==> config.mk <==
export PLATFORM = sky130hd
export DESIGN_NAME = ram_port_arbiter
export DESIGN_NICKNAME = d
export VERILOG_FILES = /design/src/rtl/mem_pkg.sv /design/src/rtl/ram_port_arbiter.sv
export SDC_FILE = /design/constraint.sdc
export NUM_CORES = 1
export LEC_CHECK = 0
export CORE_MARGIN = 3
export CORE_UTILIZATION = 33
export DETAILED_ROUTE_END_ITERATION = 12
export HOLD_SLACK_MARGIN = 0.02
export MAX_ROUTING_LAYER = met4
export PLACE_DENSITY = 0.8
export SLEW_MARGIN = 20
export SYNTH_ARGS = -nofsm -noshare
export SYNTH_HDL_FRONTEND = slang
export SYNTH_SLANG_ARGS = --single-unit
==> constraint.sdc <==
create_clock -name clk -period 1.5 [get_ports clk]
set_input_delay 0.15 -clock clk [delete_from_list [all_inputs] [get_ports clk]]
set_output_delay 0.15 -clock clk [all_outputs]
set_load 0.01 [all_outputs]
==> src/rtl/mem_pkg.sv <==
// Shared types and default widths for the RAM port arbiter.
package mem_pkg;

   localparam int unsigned DefDataW = 16;
   localparam int unsigned DefAddrW = 16;
   localparam int unsigned DefRamAw = 12;

   typedef enum logic [1:0] {
      StIdle  = 2'd0,
      StIssue = 2'd1,
      StResp  = 2'd2
   } arb_state_e;

   typedef enum logic {
      OwnerM0 = 1'b0,
      OwnerM1 = 1'b1
   } owner_e;

endpackage

==> src/rtl/ram_port_arbiter.sv <==
// Two-master arbiter for a single synchronous RAM port: accept, issue, respond.
// Define ARB_ROUND_ROBIN_EN for round-robin tie-breaking; default is fixed m0 priority.
module ram_port_arbiter
   import mem_pkg::*;
#(
   parameter int unsigned DATA_W = DefDataW,
   parameter int unsigned ADDR_W = DefAddrW,
   parameter int unsigned RAM_AW = DefRamAw
) (
   input  logic              clk,
   input  logic              reset,
   input  logic              m0_req,
   input  logic              m1_req,
   input  logic              m0_we,
   input  logic              m1_we,
   input  logic [ADDR_W-1:0] m0_addr,
   input  logic [ADDR_W-1:0] m1_addr,
   input  logic [DATA_W-1:0] m0_wdata,
   input  logic [DATA_W-1:0] m1_wdata,
   output logic              m0_gnt,
   output logic              m1_gnt,
   output logic              m0_rsp,
   output logic              m1_rsp,
   output logic [DATA_W-1:0] rdata,
   output logic [RAM_AW-1:0] ram_addr,
   output logic [DATA_W-1:0] ram_wdata,
   output logic              ram_we,
   input  logic [DATA_W-1:0] ram_rdata
);

   arb_state_e        state_q, state_d;
   owner_e            owner_q, owner_d;
   logic              we_q, we_d;
   logic [RAM_AW-1:0] ram_addr_q, ram_addr_d;
   logic [DATA_W-1:0] ram_wdata_q, ram_wdata_d;
   logic              accept_win;
   logic              pick_m1;
   logic              unused_addr;

   // Byte-offset bits below the RAM word address are not needed.
   assign unused_addr = ^{m0_addr[ADDR_W-RAM_AW-1:0], m1_addr[ADDR_W-RAM_AW-1:0]};

`ifdef ARB_ROUND_ROBIN_EN
   owner_e last_q, last_d;

   // On a tie, m1 wins only if m0 was the most recent grantee.
   assign pick_m1 = m1_req & (~m0_req | (last_q == OwnerM0));

   always_comb begin
      last_d = last_q;
      if (accept_win && (m0_req || m1_req)) begin
         last_d = owner_d;
      end
   end

   always_ff @(posedge clk or negedge reset) begin
      if (!reset) begin
         last_q <= OwnerM1;
      end else begin
         last_q <= last_d;
      end
   end
`else
   assign pick_m1 = m1_req & ~m0_req;
`endif

   always_comb begin
      state_d     = state_q;
      owner_d     = owner_q;
      we_d        = we_q;
      ram_addr_d  = ram_addr_q;
      ram_wdata_d = ram_wdata_q;
      accept_win  = 1'b0;
      unique case (state_q)
         StIdle, StResp: begin
            accept_win = 1'b1;
            if (m0_req || m1_req) begin
               state_d     = StIssue;
               owner_d     = pick_m1 ? OwnerM1 : OwnerM0;
               we_d        = pick_m1 ? m1_we : m0_we;
               ram_addr_d  = pick_m1 ? m1_addr[ADDR_W-1 -: RAM_AW]
                                     : m0_addr[ADDR_W-1 -: RAM_AW];
               ram_wdata_d = pick_m1 ? m1_wdata : m0_wdata;
            end else begin
               state_d = StIdle;
            end
         end
         StIssue: state_d = StResp;
         default: state_d = StIdle;
      endcase
   end

   always_ff @(posedge clk or negedge reset) begin
      if (!reset) begin
         state_q     <= StIdle;
         owner_q     <= OwnerM1;
         we_q        <= 1'b0;
         ram_addr_q  <= '0;
         ram_wdata_q <= '0;
      end else begin
         state_q     <= state_d;
         owner_q     <= owner_d;
         we_q        <= we_d;
         ram_addr_q  <= ram_addr_d;
         ram_wdata_q <= ram_wdata_d;
      end
   end

   // Grants are combinational, so they are also masked directly by reset.
   assign m0_gnt    = reset & accept_win & m0_req & ~pick_m1;
   assign m1_gnt    = reset & accept_win & pick_m1;
   assign m0_rsp    = (state_q == StResp) & (owner_q == OwnerM0);
   assign m1_rsp    = (state_q == StResp) & (owner_q == OwnerM1);
   assign ram_we    = (state_q == StIssue) & we_q;
   assign ram_addr  = ram_addr_q;
   assign ram_wdata = ram_wdata_q;
   assign rdata     = ram_rdata;

endmodule

Word-level counts from Yosys, hierarchy flattened --
Cells that the tools add are included. Widths: inputs -> output; s select.
Storage, ports and cells: bits in registers 32, input bits 86, output and inout bits 49, word-level logic and storage cells 29
Cells by class: equality and inequality tests 2, multiplexer cells 7, bitwise operators 11, reductions and logical operators 4
Operators by type and width (number):
- $mux 16 | 1
- $mux 12 | 1
- $and 1x1->1 | 8
- $mux 1 | 4
- $pmux 2 s2 | 1
- $not 1->1 | 3
- $eq 2x1->1 const B | 1
- $eq 2x2->1 const B | 1
- $logic_not 2->1 | 1
- $reduce_and 2->1 | 1
- $reduce_or 2->1 | 1
- $logic_or 1x1->1 | 1

Depth between registers and ports, before layout --
Gate-level depths: netlist of run 1.
depth in word-level cells 6, mapped depth 4, mapped depth without buffers 2

Least setup slack after synthesis of run 1 --
OpenSTA, ideal clock, no wires.
kind register -> register, from register state_q[0], to register ram_wdata_q[0], in the netlist ram_wdata[0], setup time 111 ps, arrival time 1082 ps, data required time 1389 ps, setup slack 307 ps, cell stages (with the launch flop) 5, buffers on the path 2, clock period less this slack 1193 ps, path through dfrtp_1 buf_6 o21bai_4 buf_6 a222oi_1
Between the ends: longest elaborated chain between the ends 3, elaborated cells on any way between the ends 4, those cells by class eq/ne (1); reduce/logical (3)
RTL lines:
- from (decl) | line ram_port_arbiter.sv:31 | arb_state_e state_q, state_d;
- from (signal assigned) | line ram_port_arbiter.sv:95 | state_q <= StIdle;
- from (signal assigned) | line ram_port_arbiter.sv:101 | state_q <= state_d;
- $eq 2x2->1 or $logic_not 2->1 (tied branches) | line ram_port_arbiter.sv:74 | unique case (state_q)
- $reduce_or 2->1 (*) | line ram_port_arbiter.sv:74
- $reduce_and 2->1 (no line) (*)
- to (signal assigned) | line ram_port_arbiter.sv:105 | ram_wdata_q <= ram_wdata_d;
- to (decl) | line ram_port_arbiter.sv:35 | logic [DATA_W-1:0] ram_wdata_q, ram_wdata_d;
Mark *: on every way between the ends. The rest lies on a longest branch, timed or not. A chain may end at the register's enable or synchronous reset.

Final worst setup path of run 1 --
from register state_q[0], to output port m1_gnt
Between the ends: longest elaborated chain between the ends 5, elaborated cells on any way between the ends 6, those cells by class eq/ne (1); mux (1); bitwise (2); reduce/logical (2)
RTL lines:
- $eq 2x2->1 or $logic_not 2->1 (tied branches) | line ram_port_arbiter.sv:74
- $reduce_or 2->1 (*) | line ram_port_arbiter.sv:74
- $mux 1 (*) | line ram_port_arbiter.sv:74
- $and 1x1->1 (*) (2 in series) | line ram_port_arbiter.sv:111 | assign m1_gnt = reset & accept_win & pick_m1;
- to (decl) | line ram_port_arbiter.sv:21 | output logic m1_gnt,
Marked as above.

==> results of run 1 <==
cells by family after synthesis:
family	Yosys count	share of synthesized area
and+or+nand+nor	38	0.1001
AOI/OAI and AO/OA	31	0.1821
buffers and inverters	89	0.2525
DFF	32	0.4652
power groups by stage:
stage | clock network (mW) | registers [mW] | logic, mW
floorplan | 0 | 1.18 | 0.391
global placement | 0 | 1.12 | 0.978
detailed placement | 0 | 1.13 | 0.994
CTS | 0.709 | 1.11 | 1.01
global route | 0.734 | 1.13 | 1.12
finish | 0.679 | 1.11 | 1.03
worst paths after layout:
kind | to | slack, ns | cells after the start
setup / recovery | m1_gnt | 0.04 | 3
hold / removal | rdata[5] | 0.30 | 0
setup reg to reg | ram_wdata[6] | 0.08 | 4
hold reg to reg | state_q[1] | 0.48 | 1
max in group asynchronous | owner_q | 0.69 | 3
min in group asynchronous | ram_wdata[15] | 0.48 | 3
layout make-up:
class / instances / area [um^2]
Clock buffer: 8 / 90.09
Tap cell: 67 / 83.83
Timing Repair Buffer: 110 / 1127
Sequential cell: 32 / 803.3
Multi-Input combinational cell: 69 / 491.7
Fill cell: 460 / 2058
Inverter: 60 / 225.2
flip-flops by register name, summed over array words and instances (netlist names):
| register | cells |
|---|---|
| owner_q | 1 |
| ram_addr | 12 |
| ram_wdata | 16 |
| state_q | 2 |
| we_q | 1 |
metal layers:
metal / vias up / GRT usage
met2: 70 / 0.2851
met1: 785 / 0.1734
li1: 784 / -
met3: 10 / 0.03784
met4: 0 / 0.07867
met5: - / -
repair_timing:
action	CTS	global route
buffers inserted	3	1
hold buffers	1	0
cloned	0	2
pin swaps	3	3
setup endpoints to repair	5	25
resized for setup	9	4
endpoints found under the hold margin	31	0
Yosys cell counts:
library cell / count / area [um^2]
inv_1: 60 / 225.2
dfrtp_1: 31 / 775.7
a222oi_1: 29 / 290.3
nor2_1: 29 / 108.9
buf_4: 16 / 120.1
buf_2: 9 / 45.04
buf_6: 4 / 45.04
nor2b_1: 3 / 18.77
and3b_1: 2 / 17.52
nor3b_1: 2 / 15.01
a21oi_1: 1 / 5.000
and2_1: 1 / 6.260
dfstp_2: 1 / 26.28
nand2b_1: 1 / 6.260
o21bai_4: 1 / 18.77
==> metrics, run 1 <==
grt ovf 0; fin cells between 300 and 400; post-synthesis sequential area ratio 0.4652; # setup viols final 0; Post-Syn Instances 190; critical path peak fanout 5; critical path required time ~1.4 ns; final worst setup slack 0.04163 ns; clk_lat worst skew 0.28 ns; chip height 78.28 um; Clock Tree Root clkbuf_8; first-pass GRT wire length around 7700 um; Routed Wire Length between 4000 and 5000 um; crit path launch type flip-flop; layout cells sized above 1 0.1004; Ports between 100 and 150; CTS sink count 32; arrival time of the worst setup path approximately 1.3 ns; routed vias 1649; outcome finished, final reports clean; H-Tree Depth 2; metal3 WL 320 um; CP max stage delay 0.44 ns; # port buffers 94; DR top layer met4; Slew Viols, Final 0; worst path cell trace buf_4 -> and3b_1 -> clkdlybuf4s15_1; max_cap viols 0; Fmax 685.7 MHz; Num CTS Buffers 5; commonest cells after routing, fill and taps aside 88 x clkdlybuf4s50_1, 60 x inv_1, 30 x dfrtp_1; die width 78.28 um; initial antenna violation count 0; CTS tree yes; core area 0.004880 mm^2; critical path's top delay family flip-flops; initial core utilization 0.3533; Bufs on Longest Clock Path 2; WL/cell roughly 14 um; post-route cell area ~0.0028 mm^2; largest net degree at the start of global routing 33; Tot GR Track Use 0.1629; Slew @ Worst Pin ~0.42 ns; RSZ-0062 raised after global routing yes; Routed Antenna Nets 0; Unique masters post-synth 15; final core utilization 0.5782; vias in the first global route 1688; Antenna Cells 0; cell area after synthesis ~0.0017 mm^2; cell internal pwr about 2.0 mW; combinational power share 0.366; Max-slew headroom 0.7205; Tmin final between 1 and 1.5 ns; router iterations before antenna repair 5; Power Total approximately 2.8 mW; Syn. warnings 0; Final GP Congestion between 0.7 and 0.8; min-delay src ram_rdata[5]; commonest non-fill, non-tap cell in the layout clkdlybuf4s50_1; worst path buffer plus inverter count 2; start of the worst register-to-register path state_q[0]; hold slack between 0.3 and 0.4 ns; leakage ~1.4 nW; Layout Nets 364; Reg power frac 0.393; Peak VDD IR about 0.00055 V; CTS clk-pin slew, worst paths about 0.06 ns; Final period util 0.9722; syn_nets between 200 and 300; Placed Cells ~330; Iter 0 DRT Violations approximately 180; Setup TNS Final 0 ns; Clock power frac 0.241; Net Sw Power 0.7921 mW; CP startpoint state_q[0]; layout overhead on the synthesized area 63.64%; #FFs+latches synth 32; routed vias/inst between 4 and 5; DRC Markers 0; power density cells 998.7 mW/mm^2; dpl hpwl 3391 um; Final Hold Vio Count 0; Final Skew 0.005275 ns; Net Sw Frac 0.2811; WL met2 around 2600 um; wl on met1 between 1500 and 2000 um; placed cell area ~0.0027 mm^2; # rows 25; Critical Path End Type output port; CP max-delay cell dfrtp_2; mean area per synthesized cell 9.074 um^2; worst slack, placed -0.1434 ns; die footprint a little over 0.006 mm^2; WS Path Type flip-flop to output port; HP Class input port to output port
(Power assumes the default switching activity.)
==> inputs of run 2 (changes only) <==
--- a/config.mk
+++ b/config.mk
@@ -8,6 +8,7 @@
 export CORE_MARGIN = 3
 export CORE_UTILIZATION = 33
 export DETAILED_ROUTE_END_ITERATION = 12
+export GPL_ROUTABILITY_DRIVEN = 1
 export HOLD_SLACK_MARGIN = 0.02
 export MAX_ROUTING_LAYER = met4
 export PLACE_DENSITY = 0.8
==> results of run 2 <==
Final layout, timing and power as in run 1 (identical DEF).
